[config.mk]
export PLATFORM = sky130hd
export DESIGN_NAME = gobou_ctrl_issue_flat
export DESIGN_NICKNAME = d
export VERILOG_FILES = /design/src/rtl/gobou_ctrl_issue_if.sv /design/src/rtl/gobou_ctrl_issue.sv /design/src/flat_wrapper.sv
export SDC_FILE = /design/constraint.sdc
export NUM_CORES = 1
export LEC_CHECK = 0
export ABC_AREA = 1
export CAP_MARGIN = 15
export CORE_ASPECT_RATIO = 1.4
export CORE_MARGIN = 3
export CORE_UTILIZATION = 30
export CTS_CLUSTER_DIAMETER = 50
export DETAILED_ROUTE_END_ITERATION = 8
export PLACE_DENSITY = 0.54
export SLEW_MARGIN = 20
export SYNTH_ARGS = -nofsm -noshare
export SYNTH_HDL_FRONTEND = slang
export SYNTH_SLANG_ARGS = --single-unit
[constraint.sdc]
create_clock -name clk -period 2.3 [get_ports clk]
set_clock_uncertainty 0.05 [all_clocks]
set_input_delay 0.23 -clock clk [delete_from_list [all_inputs] [get_ports clk]]
set_output_delay 0.23 -clock clk [all_outputs]
set_load 0.02 [all_outputs]
[src/rtl/gobou_ctrl_issue_if.sv]
// ctrl_bus: start/valid/stop stream between the issue block and the per-stage
// ctrl delay lines.
interface ctrl_bus;
  logic start;
  logic valid;
  logic stop;

  modport out (output start, valid, stop);
  modport in  (input  start, valid, stop);
endinterface

[src/rtl/gobou_ctrl_issue.sv]
// gobou_ctrl_issue: sequences one fully-connected layer into BATCH-wide neuron
// groups, issuing total_in beats per group followed by a D_DRAIN idle gap.
module gobou_ctrl_issue #(
  parameter int IMGSIZE = 12,
  parameter int OUTSIZE = 10,
  parameter int BATCH   = 16,
  parameter int D_DRAIN = 8
) (
  input  logic                       clk,
  input  logic                       xrst,
  input  logic                       req,
  input  logic [IMGSIZE-1:0]         total_in,
  input  logic [OUTSIZE-1:0]         total_out,
  ctrl_bus.out                       out_ctrl,
  output logic [IMGSIZE-1:0]         in_addr,
  output logic [OUTSIZE-1:0]         out_base,
  output logic [$clog2(BATCH+1)-1:0] out_num,
  output logic                       busy,
  output logic                       done
);

  localparam int NW = $clog2(BATCH+1);
  localparam int DW = $clog2(D_DRAIN) + 1;
  localparam logic [OUTSIZE-1:0] BATCH_O = OUTSIZE'(BATCH);
  localparam logic [DW-1:0]      DLAST   = DW'(D_DRAIN - 1);

  typedef enum logic [1:0] {S_IDLE, S_ISSUE, S_DRAIN, S_DONE} state_t;

  state_t             state;
  logic [IMGSIZE-1:0] tin;
  logic [OUTSIZE-1:0] rem;    // neurons not yet covered by earlier groups
  logic [DW-1:0]      dcnt;
  logic               start_q, valid_q, stop_q;

  assign out_ctrl.start = start_q;
  assign out_ctrl.valid = valid_q;
  assign out_ctrl.stop  = stop_q;

  function automatic logic [NW-1:0] lanes(input logic [OUTSIZE-1:0] r);
    if (r >= BATCH_O) return NW'(BATCH);
    else              return NW'(r);
  endfunction

  // Outputs are computed one state ahead so beat 0 appears in the cycle
  // right after the accepting edge.
  always_ff @(posedge clk or negedge xrst) begin
    if (!xrst) begin
      state    <= S_IDLE;
      tin      <= '0;
      rem      <= '0;
      dcnt     <= '0;
      start_q  <= 1'b0;
      valid_q  <= 1'b0;
      stop_q   <= 1'b0;
      in_addr  <= '0;
      out_base <= '0;
      out_num  <= '0;
      busy     <= 1'b0;
      done     <= 1'b0;
    end else begin
      done <= 1'b0;
      case (state)
        S_IDLE: if (req) begin
          tin      <= total_in;
          rem      <= total_out;
          out_base <= '0;
          out_num  <= lanes(total_out);
          in_addr  <= '0;
          busy     <= 1'b1;
          if (total_in == '0 || total_out == '0) begin
            state <= S_DONE;
            done  <= 1'b1;
          end else begin
            state   <= S_ISSUE;
            valid_q <= 1'b1;
            start_q <= 1'b1;
            stop_q  <= (total_in == IMGSIZE'(1));
          end
        end
        S_ISSUE: begin
          if (stop_q) begin
            state   <= S_DRAIN;
            valid_q <= 1'b0;
            start_q <= 1'b0;
            stop_q  <= 1'b0;
            dcnt    <= '0;
          end else begin
            in_addr <= in_addr + IMGSIZE'(1);
            start_q <= 1'b0;
            stop_q  <= (in_addr + IMGSIZE'(2) == tin);
          end
        end
        S_DRAIN: begin
          if (dcnt == DLAST) begin
            if (rem <= BATCH_O) begin
              state <= S_DONE;
              done  <= 1'b1;
            end else begin
              state    <= S_ISSUE;
              rem      <= rem - BATCH_O;
              out_base <= out_base + BATCH_O;
              out_num  <= lanes(rem - BATCH_O);
              in_addr  <= '0;
              valid_q  <= 1'b1;
              start_q  <= 1'b1;
              stop_q   <= (tin == IMGSIZE'(1));
            end
          end else begin
            dcnt <= dcnt + DW'(1);
          end
        end
        S_DONE: begin
          busy  <= 1'b0;
          state <= S_IDLE;
        end
        default: state <= S_IDLE;
      endcase
    end
  end

endmodule
[src/flat_wrapper.sv]
// flat-port wrapper written by rule: the top's interface ports become plain ports
module gobou_ctrl_issue_flat 
#(
  parameter int IMGSIZE = 12,
  parameter int OUTSIZE = 10,
  parameter int BATCH   = 16,
  parameter int D_DRAIN = 8
)
  (clk, xrst, req, total_in, total_out, in_addr, out_base, out_num, busy, done, out_ctrl_start, out_ctrl_valid, out_ctrl_stop);
  ctrl_bus out_ctrl_i ();
  input  logic clk;
  input  logic xrst;
  input  logic req;
  input  logic [IMGSIZE-1:0] total_in;
  input  logic [OUTSIZE-1:0] total_out;
  output logic [IMGSIZE-1:0] in_addr;
  output logic [OUTSIZE-1:0] out_base;
  output logic [$clog2(BATCH+1)-1:0] out_num;
  output logic busy;
  output logic done;
  output wire logic [$bits(out_ctrl_i.start)-1:0] out_ctrl_start;
  output wire logic [$bits(out_ctrl_i.valid)-1:0] out_ctrl_valid;
  output wire logic [$bits(out_ctrl_i.stop)-1:0] out_ctrl_stop;
  assign out_ctrl_start = out_ctrl_i.start;
  assign out_ctrl_valid = out_ctrl_i.valid;
  assign out_ctrl_stop = out_ctrl_i.stop;
  gobou_ctrl_issue #(.IMGSIZE(IMGSIZE), .OUTSIZE(OUTSIZE), .BATCH(BATCH), .D_DRAIN(D_DRAIN)) u_core (.clk(clk), .xrst(xrst), .req(req), .total_in(total_in), .total_out(total_out), .out_ctrl(out_ctrl_i), .in_addr(in_addr), .out_base(out_base), .out_num(out_num), .busy(busy), .done(done));
endmodule
==> metrics.md <==
| Metric | Value |
|---|---|
| Avg Cell Area, Syn | `roughly 7.4 um2` |
| # hold bufs at CTS | `1` |
| Req. time, crit path | `about 2500 ps` |
| Register area share after synthesis | `0.411` |
| Final Cycle Share | `0.812` |
| Longest Clk Path Bufs | `2` |
| Final weighted congestion in routability-driven placement | `roughly 0.94` |
| Post CTS Setup Buffer Count | `0` |
| Syn Inst Count | `approximately 460` |
| DR WL/cell | `between 10 and 15 um` |
| Warnings, synthesis | `0` |
| Starting density of the core | `0.311` |
| Cell taking the most area after synthesis | `dfrtp_1` |
| Resized Gates After CTS | `0` |
| Worst skew pair latency | `between 200 and 300 ps` |
| Outcome | `completed` |
| Critical path arrival | `2030 ps` |
| Distinct cells, synth | `39` |
| Filler Cell Count | `1,137` |
| Share of the synthesized area in the top cell type | `0.411` |
| Largest net degree at the start of global routing | `57` |
| Sequential group share of total power | `0.545` |
| Slew Viols, Final | `0` |
| Post-Syn Area | `about 3400 um2` |
| H-tree Lvls | `2` |
| CTS clk-pin slew, worst paths | `70 ps` |
| Post-synth EDFFs | `0` |
| Net Sw Power | `roughly 400 uW` |
| Net Sw Frac | `0.216` |
| Max Cap Viol | `0` |
| RSZ-0062 raised after global routing | `false` |
| CP Max Fanout | `5` |
| Fin. Hold Viols | `0` |
| Final wirelength | `a little over 9000 um` |
| Die H | `132 um` |
| Leakage | `just over 2 nW` |
| Total grt overflow | `0` |
| Initial antenna violation count | `0` |
| CTS tree | `built` |
| Internal Pwr Total | `around 1.4 mW` |
| Die area | `approximately 13,000 um2` |
| Die extent in x | `between 90 and 100 um` |
| DR pass1 iterations | `5` |
| Fin Hold WS | `405 ps` |
| Ys flop type | `dfrtp_1` |
| Num rows | `45` |
| Aggregate global-route resource usage | `0.155` |
| ANT cells | `0` |
| Logic gate share of total power | `0.050` |
| I/O Buffers | `52` |
| VDD IR max | `290 uV` |
| #FFs+latches synth | `56` |
| Pwr per Cell Area | `roughly 430 nW/um2` |
| Root Driver | `clkbuf_16` |
| P&R area growth vs syn | `23.8%` |
| Drt drc | `0` |
| Final setup fails | `0` |
| Critical Path End Type | `register` |
| Reg2reg path depth | `7` |
| Top post-synthesis cells by area | `dfrtp_1, nand2_1, nor2_1` |
| Synth top cells by count | `nand2_1, nor2_1, dfrtp_1, inv_1, nand3_1` |
| Top-count cell post-synth | `nand2_1` |
| Core area | `11,000 um2` |
| Tmin final | `between 1500 and 2000 ps` |
| IO Pins | `57` |
| Layout cells sized above 1 | `0.0696` |
| Setup crit start kind | `register` |
| Hold crit path type | `primary input to async pin` |
| Setup_tns | `0 ps` |
| Asr flop ratio synth | `1.00` |
| Antenna viol nets, final | `0` |
| Max frequency | `0.536 GHz` |
| Proportion of power drawn by the clock network | `0.405` |
| CP Class | `register to register` |
| Total number of vias | `about 3,200` |
| Initial DRC count | `165` |
| CTS sink cnt | `56` |
| Final nets | `551` |
| Inserted Clock Buffers | `5` |
| Number of global-route vias before repair | `3,194` |
| First-pass GRT wire length | `about 16,000 um` |
| Vias per inst | `just under 5` |
| Hpwl dp | `roughly 6900 um` |
| Final Core Density | `0.385` |
-- worst paths after layout --
check,slack (ps),to,start
hold / removal,410,u_core.rem[4]$_DFFE_PN0P_,xrst
max in group asynchronous,1520,u_core.in_addr[5]$_DFFE_PN0P_,xrst
hold reg to reg,450,u_core.out_ctrl.start$_DFFE_PN0P_,u_core.out_ctrl.start$_DFFE_PN0P_
min in group clk,450,u_core.out_ctrl.start$_DFFE_PN0P_,u_core.out_ctrl.start$_DFFE_PN0P_
setup reg to reg,430,u_core.out_num[0]$_DFFE_PN0P_,u_core.rem[4]$_DFFE_PN0P_
setup / recovery,430,u_core.out_num[0]$_DFFE_PN0P_,u_core.rem[4]$_DFFE_PN0P_
-- cells in the final DEF (no fill, tap or decap), types with 3 or more instances in the layout --
master / n
xnor2_1: 3
xor2_1: 12
nand4_1: 11
clkdlybuf4s50_1: 51
conb_1: 4
nor2_4: 3
inv_2: 5
nand2_1: 121
clkbuf_16: 5
o21ai_0: 33
nor2_1: 57
nand3_1: 35
inv_1: 48
a21oi_1: 20
ha_1: 7
buf_4: 5
o31ai_1: 3
dfrtp_1: 56
o211ai_1: 3
nand2_4: 4
nor3_1: 6
-- metal layers --
metal	up-vias	global-route usage	wire [um]
met3	23	0.0240	356
met4	0	0.0665	292
met2	85	0.273	4770
li1	1595	-	-
met1	1468	0.180	3670
met5	-	0	0
-- kinds of logic after synthesis --
kind of cell | Yosys count | synth area share
compound gates | 67 | 0.108
simple gates | 248 | 0.329
other cells | 1 | 0.00110
fa+ha+maj | 7 | 0.0257
buf+inv | 68 | 0.0876
xor+xnor | 15 | 0.0385
flops | 56 | 0.411
-- power groups by stage --
stage / logic, mW / clock network [mW] / registers, mW
2_1_floorplan: 0.0216 / 0 / 1.00
3_3_place_gp: 0.0907 / 0 / 1.00
3_5_place_dp: 0.0911 / 0 / 1.00
4_1_cts: 0.0926 / 0.764 / 0.984
5_1_grt: 0.101 / 0.782 / 0.983
6_report: 0.0901 / 0.731 / 0.984
-- area by class of cell --
class / count / area (um2) / area share
Multi-Input combinational cell: 341 / 1720 / 0.408
Sequential cell: 56 / 1400 / 0.332
Timing Repair Buffer: 59 / 583 / 0.138
Inverter: 56 / 215 / 0.0509
Tap cell: 141 / 176 / 0.0418
Clock buffer: 5 / 125 / 0.0296
-- sequential cells by signal, indices dropped and copies added (netlist names) --
signal	cells
u_core.in_addr	12
u_core.out_num	5
u_core.dcnt	4
u_core.done	1
u_core.out_base	6
u_core.out_ctrl.stop	1
u_core.out_ctrl.start	1
u_core.state	2
u_core.out_ctrl.valid	1
u_core.tin	12
u_core.rem	10
u_core.busy	1
-- critical path, stage by stage, from the launching register on --
cell      delay [ps]
dfrtp_1          430
inv_1            110
ha_1             250
xor2_1           160
nand3b_1         160
nor2_1           310
nand4_1          160
a21oi_1          160
-- through the flow --
stage	worst slack (ps)	std cells	power (mW)	area, um2
after floorplan	545	465	1.03	3420
after global placement	436	652	1.09	4090
after detailed placement	416	652	1.09	4090
after CTS	415	658	1.84	4220
after global routing	269	658	1.87	4220
final	433	658	1.81	4220
(Power assumes the default switching activity.)
